**config.mk**
```make
export PLATFORM = sky130hd
export DESIGN_NAME = fft_out_reorder
export DESIGN_NICKNAME = d
export VERILOG_FILES = /design/src/rtl/fft_out_reorder.sv
export SDC_FILE = /design/constraint.sdc
export NUM_CORES = 1
export LEC_CHECK = 0
export ABC_AREA = 1
export ABC_CLOCK_PERIOD_IN_PS = 9450
export CORE_MARGIN = 2
export CORE_UTILIZATION = 25
export DETAILED_ROUTE_END_ITERATION = 6
export GPL_TIMING_DRIVEN = 0
export PLACE_DENSITY = 0.49
export SLEW_MARGIN = 10
export SYNTH_ARGS = -nofsm -noshare
export SYNTH_HDL_FRONTEND = slang
export SYNTH_SLANG_ARGS = --single-unit
```
**constraint.sdc**
```tcl
create_clock -name clk -period 9.45 [get_ports clk]
set_input_delay 1.89 -clock clk [delete_from_list [all_inputs] [get_ports clk]]
set_output_delay 1.89 -clock clk [all_outputs]
set_load 0.01 [all_outputs]
```
**src/rtl/fft_out_reorder.sv**
```systemverilog
// Reorders bit-reversed FFT output frames into natural bin order via ping-pong banks.
// Define FFT_REORDER_INDEX_EN to add the registered out_index port.
module fft_out_reorder #(
    parameter int DATA_W = 34,
    parameter int N_LOG2 = 4
) (
    input  logic              clk,
    input  logic              rst_n,
    input  logic              in_valid,
    input  logic [DATA_W-1:0] in_data,
    output logic              out_valid,
    input  logic              out_ready,
    output logic [DATA_W-1:0] out_data,
    output logic              out_first,
    output logic              out_last,
`ifdef FFT_REORDER_INDEX_EN
    output logic [N_LOG2-1:0] out_index,
`endif
    output logic              ovf
);

    localparam int N = 1 << N_LOG2;

    typedef enum logic {
        IDLE,
        READ
    } state_t;

    logic [DATA_W-1:0] mem [2][N];
    logic [1:0]        bank_full;
    logic [1:0]        full_set;
    logic [1:0]        full_clr;
    logic              wr_bank;
    logic              rd_bank;
    logic [N_LOG2-1:0] wr_cnt;
    logic [N_LOG2-1:0] rd_cnt;
    logic              dropping;
    logic              drop_start;
    logic              drop_eff;
    logic              wr_en;
    logic              wr_done;
    logic              load;
    logic              rd_done;
    state_t            state;
    state_t            state_nxt;

    function automatic logic [N_LOG2-1:0] bitrev(input logic [N_LOG2-1:0] k);
        logic [N_LOG2-1:0] r;
        for (int i = 0; i < N_LOG2; i++) r[i] = k[N_LOG2-1-i];
        return r;
    endfunction

    always_comb begin
        load     = (state == READ) && (!out_valid || out_ready);
        rd_done  = load && (rd_cnt == '1);
        // A bank being released this cycle counts as free for a new frame
        drop_start = in_valid && (wr_cnt == '0) && bank_full[wr_bank]
                     && !(rd_done && (rd_bank == wr_bank));
        drop_eff = (wr_cnt == '0) ? drop_start : dropping;
        wr_en    = in_valid && !drop_eff;
        wr_done  = wr_en && (wr_cnt == '1);
        full_set = wr_done ? (2'b01 << wr_bank) : 2'b00;
        full_clr = rd_done ? (2'b01 << rd_bank) : 2'b00;
        state_nxt = state;
        unique case (state)
            IDLE: if (bank_full[rd_bank]) state_nxt = READ;
            READ: if (rd_done && !bank_full[!rd_bank]) state_nxt = IDLE;
        endcase
    end

    always_ff @(posedge clk or negedge rst_n) begin
        if (!rst_n) state <= IDLE;
        else        state <= state_nxt;
    end

    always_ff @(posedge clk) begin
        if (wr_en) mem[wr_bank][wr_cnt] <= in_data;
    end

    always_ff @(posedge clk or negedge rst_n) begin
        if (!rst_n) begin
            wr_cnt    <= '0;
            wr_bank   <= 1'b0;
            dropping  <= 1'b0;
            ovf       <= 1'b0;
            bank_full <= 2'b00;
            rd_bank   <= 1'b0;
            rd_cnt    <= '0;
        end else begin
            bank_full <= (bank_full & ~full_clr) | full_set;
            ovf       <= ovf | drop_start;
            if (in_valid) begin
                wr_cnt   <= wr_cnt + 1'b1;
                dropping <= (wr_cnt == '1) ? 1'b0 : drop_eff;
            end
            if (wr_done) wr_bank <= ~wr_bank;
            if (load)    rd_cnt  <= rd_cnt + 1'b1;
            if (rd_done) rd_bank <= ~rd_bank;
        end
    end

    always_ff @(posedge clk or negedge rst_n) begin
        if (!rst_n) begin
            out_valid <= 1'b0;
            out_data  <= '0;
            out_first <= 1'b0;
            out_last  <= 1'b0;
`ifdef FFT_REORDER_INDEX_EN
            out_index <= '0;
`endif
        end else if (load) begin
            out_valid <= 1'b1;
            out_data  <= mem[rd_bank][bitrev(rd_cnt)];
            out_first <= (rd_cnt == '0);
            out_last  <= (rd_cnt == '1);
`ifdef FFT_REORDER_INDEX_EN
            out_index <= rd_cnt;
`endif
        end else if (out_ready) begin
            out_valid <= 1'b0;
            out_first <= 1'b0;
            out_last  <= 1'b0;
        end
    end

endmodule
```
# After elaboration in Yosys (flattened, before gate mapping)
# Memories as Yosys holds them, arrays and structs flattened.
# Index checks and enable logic that the tools add are counted.
dict set report word_totals {
  ff_bits 52
  ram_bits 1088
  in_bits 38
  out_inout_bits 38
  elab_cells 78
  mem_count 1
}
dict set report op_classes {
  n_addsub 2
  magnitude_cmp 6
  n_eq_ne 3
  shifts 2
  n_mux 24
  bitwise_logic 9
  reduce_logical 19
}
# name words word_bits read_ports rd_ports_with_merged_regs wr line
set mem_list {}
lappend mem_list {mem 2 544 1 0 1 29} ;# logic [DATA_W-1:0] mem [2][N];
# cell n
set op_table {}
lappend op_table {{544-bit 2-to-1 mux} 1}
lappend op_table {{34-bit binary-select mux with 4-bit select} 1}
lappend op_table {{34-bit demux with 4-bit select} 1}
lappend op_table {{34-bit 2-to-1 mux} 3}
lappend op_table {{1-bit 2-to-1 mux} 15}
lappend op_table {{5-bit greater-or-equal comparator (second input constant)} 2}
lappend op_table {{1-bit logical AND} 10}
lappend op_table {{4-bit NOT with 5-bit output} 2}
lappend op_table {{4-bit by 1-bit adder with 4-bit output (second input constant)} 2}
lappend op_table {{4-bit == test (second input constant)} 2}
lappend op_table {{4-bit logical NOT} 2}
lappend op_table {{1-bit by 2-bit < comparator with 1-bit output (second input constant)} 3}
lappend op_table {{1-bit logical NOT} 5}
lappend op_table {{5-bit by 1-bit < comparator with 1-bit output (second input constant)} 1}
lappend op_table {{2-bit 2-to-1 mux} 2}
lappend op_table {{1-bit by 1-bit << shifter with 2-bit output (first input constant)} 2}
lappend op_table {{1-bit NOT} 3}
lappend op_table {{2-bit bitwise AND} 1}
lappend op_table {{2-bit NOT} 1}
lappend op_table {{2-bit OR} 1}
lappend op_table {{1-bit case mux with 2 select lines} 1}
lappend op_table {{2-bit nonzero test} 1}
lappend op_table {{1-bit == test} 1}
lappend op_table {{1-bit logical OR} 1}
lappend op_table {{1-bit OR} 1}

# Longest topological paths before layout
dict set report logic_depth {
  word_depth 13
  ltp_mapped 14
  ltp_nobuf 11
}

# Least setup slack after synthesis
# OpenSTA, ideal clock, no wires.
dict set report synth_timing {
  path_type {input to register}
  startpoint {input out_ready}
  endpoint {memory mem[0][408] (netlist name) (enable)}
  setup_ns 0.425
  t_arrival_ns 4.214
  t_required_ns 9.025
  slack_ns 4.811
  cell_stages 11
  path_buffers 1
  path_cell_list {inv_2 nand2_1 nand2_1 clkinv_1 nand3_1 nand2_2 nand2_2 nor2_8 buf_6 nand3_1 nor2_1}
}
dict set report synth_via {
  elab_chain_cells 11
}
# item line
set synth_rtl {}
lappend synth_rtl {{from (decl)} 12} ;# input logic out_ready,
lappend synth_rtl {{1-bit logical OR} 54} ;# load = (state == READ) && (!out_valid || out_ready);
lappend synth_rtl {{1-bit logical AND} 54}
lappend synth_rtl {{1-bit logical AND} 55} ;# rd_done = load && (rd_cnt == '1);
lappend synth_rtl {{1-bit logical AND} 58} ;# && !(rd_done && (rd_bank == wr_bank));
lappend synth_rtl {{1-bit logical NOT} 58}
lappend synth_rtl {{1-bit logical AND} 58}
lappend synth_rtl {{1-bit 2-to-1 mux} 59} ;# drop_eff = (wr_cnt == '0) ? drop_start : dropping;
lappend synth_rtl {{1-bit logical NOT} 60} ;# wr_en = in_valid && !drop_eff;
lappend synth_rtl {{1-bit logical AND} 60}
lappend synth_rtl {{1-bit 2-to-1 mux} 77} ;# if (wr_en) mem[wr_bank][wr_cnt] <= in_data;
lappend synth_rtl {{544-bit 2-to-1 mux (implied by the code)} 77}
lappend synth_rtl {{to (decl)} 29}
# Every way passes these cells.

# Final worst setup path
dict set report layout_timing {
  startpoint {input out_ready}
  endpoint {memory mem[0][144] (netlist name) (enable)}
}
# The elaborated chain is that of the path after synthesis.

==> impl_metrics.py <==
metrics = {
    "run_status": {
        "status": "finished clean",
    },
    "clock_network": {
        "h-tree-depth": 4,
        "postCtsSetupRepairBufs": 0,
        "cts_tree": "done",
        "cts_made_buffers": 130,
        "cts_buffer_depth": 3,
        "cts_hold_buf": 0,
        "cts.sinks": 1140,
        "clkTransAtPathRegs_ps": 60,
        "clkLatencyLatePin_ps": 760,
        "clock-root-buffer": "clkbuf_16",
        "post_cts_resized": 0,
    },
    "setup_path": {
        "setup.worst_path.start": "out_ready",
        "critical_path_required_ps": 9900,
        "path_class": "input pin to register",
        "cp_data_arrival_time_ps": 4710,
        "rr_startpoint": "wr_bank$_DFFE_PN0N_",
        "cp-end-kind": "register",
        "worst-path-max-fanout": 18,
        "worstSetupStartpointType": "input pin",
    },
    "global_route": {
        "grt_pass1_vias": 32260,
        "grt_pass1_wl_mm": 237.3,
        "grtUsageTotal": 0.1670,
        "grt_max_degree": 53,
        "antenna_found_initial": 17,
        "grt.overflow.total": 0,
    },
    "sta": {
        "fin_ws_ps": 5186,
        "max_slew_margin": 0.1606,
        "fin_skew_ps": 32.99,
        "fin_crit_sh": 0.4512,
        "rsz0062_at_grt": "no",
        "worst_slew_pin_slew_ps": 1259,
        "drv_slew": 0,
        "fmax_mhz": 234.5,
        "hold_violations": 0,
        "setup_tns_ps": 0,
        "setup_viol_count_final": 0,
        "post-route-min-period_ps": 4264,
    },
    "floorplan": {
        "core-area_um2": 195000,
        "num_rows": 162,
        "die_y_um": 447.1,
        "die_w_um": 447.1,
        "start_util": 0.2517,
        "dieArea_um2": 199900,
        "io_pins": 76,
    },
    "power": {
        "p_leak_nw": 24.59,
        "combPwrFrac": 0.356,
        "p_clk_frac": 0.285,
        "vdd_ir_drop_max_mv": 0.2375,
        "power.density_nw_per_um2": 286.1,
        "internal_power_w": 0.01004,
        "switchingPower_w": 0.006682,
        "seqPwrFrac": 0.358,
        "p_sw_frac": 0.3995,
    },
    "yosys": {
        "synthFlopType": "edfxtp_1",
        "synth.distinct_cells": 27,
        "synth_cells": 4842,
        "yosys_warnings": 0,
        "seq_area_frac_synth": 0.6922,
        "syn-cell-area_um2": 49080,
        "yosysMostFrequentCell": "nand2_1",
        "synthArstFlopShare": 0.04561,
        "netlist_top_cells_area": "edfxtp_1 67%, nand2_1 14%, nand3_1 6.5%",
        "synth-seq-cells": 1140,
        "synth_top_area_share": 0.6657,
        "synth_edf_count": 1088,
        "syn_nets": 4886,
        "yosys-top-cells-count": "1824 x nand2_1, 1088 x edfxtp_1, 825 x inv_1",
        "syn_avg_cell_area_um2": 10.14,
        "yosysTopAreaCell": "edfxtp_1",
    },
    "detailed_routing": {
        "dr.first_iter.drc_count": 3294,
        "vias": 33970,
        "first_pass_iters": 5,
        "wl_mm": 168.6,
        "route.detailed.drc": 0,
        "antenna_left": 0,
        "via_per_inst": 4.334,
        "wire_per_inst_um": 21.51,
    },
    "placed_design": {
        "place_congestion": 0.9476,
        "port_buffers": 74,
        "dp_hpwl_mm": 119.2,
        "place_ws_ps": 4366,
    },
    "worst_hold_path": {
        "hp-start": "ovf$_DFF_PN0_",
        "hold_path_class": "register to register",
    },
    "job": {
        "drv_cap": 0,
    },
    "final_layout": {
        "drive_gt1_frac": 0.09025,
        "fin_nets": 5154,
        "fillCellCount": 20300,
        "area_growth_pct": 19.14,
    },
}
==> per-stage QoR <==
step,std cells,utilization,total power [W],hold slack [ps],area [um^2]
final,7837,0.2999,0.01673,470.0,58470
after global routing,7834,0.2998,0.01745,496.5,58460
after CTS,7832,0.2998,0.01678,477.4,58460
after detailed placement,7602,0.2797,0.01201,454.4,54530
after global placement,7540,0.2723,0.01192,462.4,53100
after floorplan,4842,-,0.009179,445.8,49080
==> cell type report <==
cell class / count / area [um^2] / area share
antenna: 5 / 12.51 / 0.0002140
buffer: 232 / 1105 / 0.01890
clock buffer: 182 / 3638 / 0.06223
clock inverter: 48 / 287.8 / 0.004922
inverter: 837 / 3144 / 0.05378
multi-input combinational: 2633 / 11090 / 0.1896
sequential: 1140 / 33970 / 0.5810
tap: 2624 / 3283 / 0.05615
timing repair buffer: 136 / 1937 / 0.03313
==> power groups by stage <==
stage	clock (W)	combinational [W]	sequential (W)
6_report	0.00477	0.00596	0.00600
5_1_grt	0.00504	0.00642	0.00600
4_1_cts	0.00485	0.00593	0.00600
3_5_place_dp	0	0.00591	0.00610
3_3_place_gp	0	0.00579	0.00613
2_1_floorplan	0	0.00316	0.00602
==> sequential cells by signal (all words and copies together), names as in the netlist <==
register / count
dropping: 1
out_data: 34
wr_bank: 1
bank_full: 2
mem: 1088
out_last: 1
out_valid: 1
rd_cnt: 4
out_first: 1
state: 1
rd_bank: 1
ovf: 1
wr_cnt: 4
==> worst max-delay path: stages <==
cell             delay, ps
clkdlybuf4s50_1        480
inv_2                   60
nand2_1                130
nand2_1                150
clkinv_1               160
nand3_1                110
nand2_2                170
nand2_2                110
nor2_8                 150
buf_6                  150
nand3_1                180
nor2_4                 690
buf_16                 250
==> path summary, 6_finish.rpt <==
kind | end | slack (ps) | depth (start not counted)
setup / recovery | mem[0][144]$_DFFE_PP_ | 5190 | 13
hold / removal | ovf$_DFF_PN0_ | 470 | 2
setup reg to reg | mem[1][367]$_DFFE_PP_ | 6140 | 5
hold reg to reg | ovf$_DFF_PN0_ | 470 | 2
max in group asynchronous | out_data[24]$_DFFE_PN0P_ | 7690 | 1
min in group asynchronous | ovf$_DFF_PN0_ | 1190 | 1
==> cells in the final DEF (no fill, tap or decap), types with 2 or more instances in the layout <==
cell,synthesis,final
nor2_1,110,79
clkinv_2,0,16
clkbuf_8,0,2
clkinvlp_4,0,2
nand4_1,2,2
diode_2,0,5
nand2_1,1824,1824
buf_6,2,2
xor2_1,5,5
inv_2,9,10
buf_12,0,45
inv_1,825,824
buf_4,8,9
clkinv_1,2,26
clkbuf_16,0,138
inv_6,0,2
nor3_1,2,2
bufinv_16,0,2
buf_2,151,185
o21ai_1,3,3
edfxtp_1,1088,1088
dfrtp_1,52,52
buf_16,0,17
buf_1,23,23
nand3_1,634,634
clkdlybuf4s50_1,0,39
nand2_2,3,3
ha_1,6,6
nor2_4,1,32
o21ai_0,38,38
clkbuf_1,48,90
==> cell families (layout without fill, tap and decap cells) <==
group / after synthesis / in the layout / synth area share
compound gates: 43 / 43 / 0.004410
xor+xnor: 6 / 6 / 0.001071
fa+ha+maj: 6 / 6 / 0.001530
buf+inv: 1069 / 1435 / 0.08658
flops: 1140 / 1140 / 0.6922
other cells: 0 / 5 / 0
simple gates: 2578 / 2578 / 0.2142
==> metal layers <==
layer,up-vias,wire length (um),track usage
li1,15970,-,-
met1,16630,72220,0.2205
met2,1115,79960,0.2766
met3,243,9722,0.02373
met4,8,6610,0.06376
met5,-,48,0
Power figures use the tool's default switching activity.
